`config.mk`:
```
export PLATFORM = sky130hd
export DESIGN_NAME = fdc_cmd_phase_flat
export DESIGN_NICKNAME = d
export VERILOG_FILES = /design/src/rtl/fdc_cmd_phase_if.sv /design/src/rtl/fdc_cmd_phase.sv /design/src/flat_wrapper.sv
export SDC_FILE = /design/constraint.sdc
export NUM_CORES = 1
export LEC_CHECK = 0
export ABC_AREA = 1
export ABC_CLOCK_PERIOD_IN_PS = 12600
export CORE_MARGIN = 5
export CORE_UTILIZATION = 35
export CTS_BUF_LIST = sky130_fd_sc_hd__clkbuf_4
export CTS_CLUSTER_SIZE = 20
export DETAILED_ROUTE_END_ITERATION = 6
export PLACE_DENSITY_LB_ADDON = 0.15
export SLEW_MARGIN = 5
export SYNTH_ARGS = -nofsm -noshare
export SYNTH_HDL_FRONTEND = slang
export SYNTH_SLANG_ARGS = --single-unit
```
`constraint.sdc`:
```
create_clock -name clk -period 12.6 [get_ports clk]
set_clock_uncertainty 0.2 [all_clocks]
set_input_delay 3.15 -clock clk [delete_from_list [all_inputs] [get_ports clk]]
set_output_delay 3.15 -clock clk [all_outputs]
set_load 0.05 [all_outputs]
```
`src/rtl/fdc_cmd_phase_if.sv`:
```
// Host-side data-register bus of the floppy controller: byte strobes, data,
// Main Status Register and interrupt line.
interface fdc_cmd_phase_if;
    logic       data_wr;
    logic       data_rd;
    logic [7:0] din;
    logic [7:0] dout;
    logic [7:0] msr;
    logic       irq;

    modport master (output data_wr, data_rd, din, input dout, msr, irq);
    modport slave  (input data_wr, data_rd, din, output dout, msr, irq);
endinterface

```
`src/rtl/fdc_cmd_phase.sv`:
```
// uPD765-style command/result phase engine: MSR, data-register handshake,
// command collection, result queue and controller interrupt.
module fdc_cmd_phase #(
    parameter int unsigned MAX_CMD    = 9,
    parameter int unsigned MAX_RES    = 7,
    parameter int unsigned NUM_DRIVES = 4
) (
    input  logic                   clk,
    input  logic                   rst,
    input  logic                   sw_rst,
    fdc_cmd_phase_if.slave         host,
    output logic                   cmd_start,
    output logic [8*MAX_CMD-1:0]   cmd_bytes,
    output logic [3:0]             cmd_len,
    input  logic                   exec_nd,
    input  logic [NUM_DRIVES-1:0]  seek_busy,
    input  logic                   res_wr,
    input  logic [7:0]             res_data,
    input  logic                   res_done,
    input  logic                   int_req
);
    localparam int unsigned RW = $clog2(MAX_RES + 1);

    typedef enum logic [2:0] {
        ST_IDLE,
        ST_CMD,
        ST_EXEC,
        ST_INVALID,
        ST_RESULT
    } state_t;

    state_t               state, state_n;
    logic [8*MAX_CMD-1:0] cmd_q, cmd_q_n;
    logic [3:0]           cmd_cnt, cmd_cnt_n;
    logic [3:0]           exp_len, exp_len_n;
    logic [3:0]           cmd_len_n;
    logic                 cmd_start_n;
    logic [7:0]           res_buf   [MAX_RES];
    logic [7:0]           res_buf_n [MAX_RES];
    logic [RW-1:0]        res_cnt, res_cnt_n;
    logic [RW-1:0]        rd_ptr, rd_ptr_n;
    logic                 irq_q, irq_n, irq_set, irq_clr;
    logic [7:0]           msr_q, msr_n;
    logic [7:0]           dout_q, dout_n;
    logic [3:0]           busy4;

    // Command length from the opcode's low five bits; 0 marks an invalid opcode.
    function automatic logic [3:0] decode_len(input logic [4:0] op);
        case (op)
            5'h02, 5'h05, 5'h06, 5'h09,
            5'h0C, 5'h11, 5'h19, 5'h1D: return 4'd9;
            5'h0D:                      return 4'd6;
            5'h03, 5'h0F:               return 4'd3;
            5'h04, 5'h07, 5'h0A:        return 4'd2;
            5'h08:                      return 4'd1;
            default:                    return 4'd0;
        endcase
    endfunction

    always_comb begin
        state_n   = state;
        cmd_q_n   = cmd_q;
        cmd_cnt_n = cmd_cnt;
        exp_len_n = exp_len;
        cmd_len_n = cmd_len;
        res_buf_n = res_buf;
        res_cnt_n = res_cnt;
        rd_ptr_n  = rd_ptr;
        irq_set   = int_req;
        irq_clr   = 1'b0;

        case (state)
            ST_IDLE: begin
                if (host.data_wr) begin
                    irq_clr      = 1'b1;
                    cmd_q_n      = '0;
                    cmd_q_n[7:0] = host.din;
                    cmd_cnt_n    = 4'd1;
                    exp_len_n    = decode_len(host.din[4:0]);
                    if (exp_len_n == 4'd0)
                        state_n = ST_INVALID;
                    else if (exp_len_n == 4'd1)
                        state_n = ST_EXEC;
                    else
                        state_n = ST_CMD;
                end
            end
            ST_CMD: begin
                if (host.data_wr) begin
                    if (int'(cmd_cnt) < int'(MAX_CMD))
                        cmd_q_n[8*int'(cmd_cnt) +: 8] = host.din;
                    cmd_cnt_n = cmd_cnt + 4'd1;
                    if (cmd_cnt == exp_len - 4'd1)
                        state_n = ST_EXEC;
                end
            end
            ST_EXEC: begin
                // A byte pushed alongside res_done is counted before choosing the exit.
                if (res_wr && (res_cnt != RW'(MAX_RES))) begin
                    res_buf_n[res_cnt] = res_data;
                    res_cnt_n          = res_cnt + RW'(1);
                end
                if (res_done) begin
                    if (res_cnt_n == '0) begin
                        state_n = ST_IDLE;
                    end else begin
                        state_n = ST_RESULT;
                        irq_set = 1'b1;
                    end
                end
            end
            ST_INVALID: begin
                res_buf_n[0] = 8'h80;
                res_cnt_n    = RW'(1);
                rd_ptr_n     = '0;
                state_n      = ST_RESULT;
            end
            ST_RESULT: begin
                if (host.data_rd) begin
                    irq_clr = 1'b1;
                    if (rd_ptr + RW'(1) == res_cnt) begin
                        state_n   = ST_IDLE;
                        res_cnt_n = '0;
                        rd_ptr_n  = '0;
                    end else begin
                        rd_ptr_n = rd_ptr + RW'(1);
                    end
                end
            end
            default: state_n = ST_IDLE;
        endcase

        cmd_start_n = (state_n == ST_EXEC) && (state != ST_EXEC);
        if (cmd_start_n)
            cmd_len_n = exp_len_n;

        irq_n = irq_set ? 1'b1 : (irq_clr ? 1'b0 : irq_q);

        busy4                   = '0;
        busy4[NUM_DRIVES-1:0]   = seek_busy;
        case (state_n)
            ST_IDLE:    msr_n = {4'b1000, busy4};
            ST_CMD:     msr_n = {4'b1001, busy4};
            ST_EXEC:    msr_n = {2'b00, exec_nd, 1'b1, busy4};
            ST_INVALID: msr_n = {4'b0001, busy4};
            ST_RESULT:  msr_n = {4'b1101, busy4};
            default:    msr_n = {4'b1000, busy4};
        endcase

        dout_n = (state_n == ST_RESULT) ? res_buf_n[rd_ptr_n] : 8'h00;
    end

    always_ff @(posedge clk or posedge rst) begin
        if (rst) begin
            state     <= ST_IDLE;
            cmd_q     <= '0;
            cmd_cnt   <= '0;
            exp_len   <= '0;
            cmd_len   <= '0;
            cmd_start <= 1'b0;
            for (int unsigned i = 0; i < MAX_RES; i++)
                res_buf[i] <= '0;
            res_cnt   <= '0;
            rd_ptr    <= '0;
            irq_q     <= 1'b0;
            msr_q     <= 8'h80;
            dout_q    <= '0;
        end else if (sw_rst) begin
            state     <= ST_IDLE;
            cmd_q     <= '0;
            cmd_cnt   <= '0;
            exp_len   <= '0;
            cmd_len   <= '0;
            cmd_start <= 1'b0;
            for (int unsigned i = 0; i < MAX_RES; i++)
                res_buf[i] <= '0;
            res_cnt   <= '0;
            rd_ptr    <= '0;
            irq_q     <= 1'b0;
            msr_q     <= 8'h80;
            dout_q    <= '0;
        end else begin
            state     <= state_n;
            cmd_q     <= cmd_q_n;
            cmd_cnt   <= cmd_cnt_n;
            exp_len   <= exp_len_n;
            cmd_len   <= cmd_len_n;
            cmd_start <= cmd_start_n;
            res_buf   <= res_buf_n;
            res_cnt   <= res_cnt_n;
            rd_ptr    <= rd_ptr_n;
            irq_q     <= irq_n;
            msr_q     <= msr_n;
            dout_q    <= dout_n;
        end
    end

    assign cmd_bytes = cmd_q;
    assign host.msr  = msr_q;
    assign host.dout = dout_q;
    assign host.irq  = irq_q;
endmodule

```
`src/flat_wrapper.sv`:
```
// flat-port wrapper written by rule: the top's interface ports become plain ports
module fdc_cmd_phase_flat 
#(
    parameter int unsigned MAX_CMD    = 9,
    parameter int unsigned MAX_RES    = 7,
    parameter int unsigned NUM_DRIVES = 4
)
  (clk, rst, sw_rst, cmd_start, cmd_bytes, cmd_len, exec_nd, seek_busy, res_wr, res_data, res_done, int_req, host_data_wr, host_data_rd, host_din, host_dout, host_msr, host_irq);
  fdc_cmd_phase_if host_i ();
  input  logic clk;
  input  logic rst;
  input  logic sw_rst;
  output logic cmd_start;
  output logic [8*MAX_CMD-1:0] cmd_bytes;
  output logic [3:0] cmd_len;
  input  logic exec_nd;
  input  logic [NUM_DRIVES-1:0] seek_busy;
  input  logic res_wr;
  input  logic [7:0] res_data;
  input  logic res_done;
  input  logic int_req;
  input wire logic [$bits(host_i.data_wr)-1:0] host_data_wr;
  input wire logic [$bits(host_i.data_rd)-1:0] host_data_rd;
  input wire logic [$bits(host_i.din)-1:0] host_din;
  output wire logic [$bits(host_i.dout)-1:0] host_dout;
  output wire logic [$bits(host_i.msr)-1:0] host_msr;
  output wire logic [$bits(host_i.irq)-1:0] host_irq;
  assign host_i.data_wr = host_data_wr;
  assign host_i.data_rd = host_data_rd;
  assign host_i.din = host_din;
  assign host_dout = host_i.dout;
  assign host_msr = host_i.msr;
  assign host_irq = host_i.irq;
  fdc_cmd_phase #(.MAX_CMD(MAX_CMD), .MAX_RES(MAX_RES), .NUM_DRIVES(NUM_DRIVES)) u_core (.clk(clk), .rst(rst), .sw_rst(sw_rst), .host(host_i), .cmd_start(cmd_start), .cmd_bytes(cmd_bytes), .cmd_len(cmd_len), .exec_nd(exec_nd), .seek_busy(seek_busy), .res_wr(res_wr), .res_data(res_data), .res_done(res_done), .int_req(int_req));
endmodule
```
==> metrics <==
GPL Wtd Cong=0.842; setup bufs post-CTS=0; failing checks=design-rule violations; CP Class=input port to flop; clock-pin slew on the worst setup and hold paths=150 ps; Slew @ Worst Pin=1150 ps; Unique masters post-synth=between 40 and 50; critical path capture point type=flop; mapped cell area=8670 um2; Fin. Hold Viols=0; most frequent cells in the layout=nand2_1 (265), dfrtp_1 (166), inv_1 (149); grt total ovfl=0; Net Sw Frac=34.5%; synthesized flop and latch total=167; # setup viols final=0; Total GRT Usage=18.0%; NetSw=0.000404 W; CTS tree=yes; Post-Syn Nets=about 1.2k; CTS Buf Count=17; cell-internal power=0.000768 W; Combinational Power Share=20.8%; clk sinks=roughly 170; RSZ-0062 raised after global routing=no; top_reg_cell synth=dfrtp_1; hpwl dp=17.8 mm; Die Footprint=28000 um2; CP max FO=20; final WL=between 20 and 30 mm; CP Launch Type=input port; Hold WC Path Type=flop to flop; Antenna Nets Post-Route=0; final max-slew violation count=0; dpl ws=6130 ps; period utilization=46.8%; layout cells sized above 1=6.70%; Sequential Power Share=48.5%; worst skew pair latency=570 ps; # DRC=4; num ports=between 100 and 150; clock share of power=30.7%; Port Buf Inserts=122; worst hold margin=301 ps; worst vdd ir=0.0537 mV; DRT iter0 DRCs=499; Max-slew headroom=23.3%; Die Ht=167 um; per-cell routed wire length=approximately 16 um; power per cell area=approximately 110 nW/um2; vias per cell=4.85; Initial DRT Pass Iterations=7; Worst Path Arrival=approximately 6100 ps; Final Critical Period=5890 ps; Synth area leaders=dfrtp_1 (48%), nand2_1 (11%), nand3_1 (7.4%); vias=7653; initial antenna violation count=1; final worst-path setup slack=6710 ps; cell leakage power=4.98 nW; commonest non-fill, non-tap cell in the layout=nand2_1; Cell Rows=57; Horiz. Die Dim=167 um; synth warn=0; fin nets=1282; CTS Hold Bufs=0; Initial Utilization=35.5%; root buffer cell=clkbuf_4; area grow syn2layout=20.7%; setup TNS=0 ps; share of Yosys cell area claimed by the top area cell type=~48%; PostCTS Resize Cnt=0; Core Area=24400 um2; Post-Syn Instances=1130; first-pass GRT wire length=40.7 mm; CTS max path bufs=2; CTS H-tree lvls=4; Yosys top cell by area=dfrtp_1; fillers=2542; Syn Area/Cell=7.67 um2; Async SR Flop Fraction=100%; fmax=170 MHz; WP data required=roughly 13000 ps; register area share after synthesis=between 40% and 50%; maxcap violations=0; vias in the first global route=7430; outcome=complete, but fails checks; number of synthesized flops with an enable pin=0; largest net degree at the start of global routing=75
[final timing paths]
check	start	slack, ps	to	depth (start not counted)
setup / recovery	res_wr	6710	u_core.host.dout[2]	10
setup reg to reg	u_core.res_cnt[0]	8820	u_core.host.dout[2]	12
hold / removal	u_core.cmd_bytes[13]	300	u_core.cmd_bytes[13]	2
max in group asynchronous	rst	7550	u_core.res_buf[30]	4
min in group asynchronous	rst	2810	u_core.cmd_bytes[59]	2
hold reg to reg	u_core.cmd_bytes[13]	300	u_core.cmd_bytes[13]	2
[synthesized netlist by cell type, types with 9 or more instances]
cell type and number:
a21oi_1 34, buf_2 15, clkbuf_1 11, dfrtp_1 166, ha_1 13, inv_1 150, inv_2 16, nand2_1 265
nand2_2 9, nand3_1 129, nand4_1 10, nor2_1 139, o21ai_0 71, o22ai_1 11, o31ai_1 16
[through the flow]
step	instances	area, um2	util (%)	power [W]
final	1578	10500	42.9	0.00117
after global routing	1578	10500	42.9	0.00123
after CTS	1577	10500	42.9	0.00119
after detailed placement	1545	10100	41.6	0.000824
after global placement	1545	10100	41.6	0.000823
after floorplan	1130	8670	-	0.000744
[metal layers]
layer  track usage, %  part of all wire (%)
met1             23.4                    45
met3             3.54                   4.2
met5                0                     0
met4             5.33                   2.0
met2             30.5                    49
[flip-flops by register name, indices dropped and copies added, names as in the netlist]
signal and cells:
u_core.rd_ptr 3, u_core.cmd_cnt 4, u_core.cmd_bytes 72, u_core.host.dout 8
u_core.state 3, u_core.host.msr 8, u_core.res_cnt 3, u_core.res_buf 56
u_core.exp_len 4, u_core.cmd_len 4, u_core.host.irq 1, u_core.cmd_start 1
[area by class of cell]
type,instances,area [um2],share of cell area (%)
flip-flops and latches,167,4180,39.9
well taps,324,405,3.87
clock inverters,14,184,1.76
repair buffers,125,1240,11.8
inverters,168,636,6.07
multi-input cells,761,3690,35.2
clock buffers,18,135,1.29
diodes,1,2.50,0.0239
[kinds of logic (layout without fill, tap and decap cells)]
kind of cell | count (synthesis) | count (layout) | share of synthesized area (%)
AO/OA/AOI/OAI | 170 | 170 | 11.8
XOR/XNOR | 7 | 7 | 0.794
adder cells (fa/ha/maj) | 13 | 13 | 1.88
buffers and inverters | 202 | 325 | 9.26
flip-flops | 167 | 167 | 48.2
other | 0 | 1 | 0
AND/OR/NAND/NOR | 571 | 571 | 28.1
[power groups by stage]
| stage | registers (W) | logic (W) | clock network (W) |
|---|---|---|---|
| 2_1_floorplan | 0.000619 | 0.000125 | 0 |
| 3_3_place_gp | 0.000579 | 0.000245 | 0 |
| 3_5_place_dp | 0.000579 | 0.000245 | 0 |
| 4_1_cts | 0.000569 | 0.000246 | 0.000372 |
| 5_1_grt | 0.000571 | 0.000267 | 0.000392 |
| 6_report | 0.000568 | 0.000244 | 0.000360 |
[critical path: stages]
cell,delay [ps]
clkdlybuf4s50_1,470
nand2_1,140
nor2_1,900
nand3_1,670
o21ai_0,450
nand2_1,90
nand3_1,90
nand2_1,60
nand2_1,50
a21oi_1,60
No activity file was read; power rests on OpenSTA's default activity.
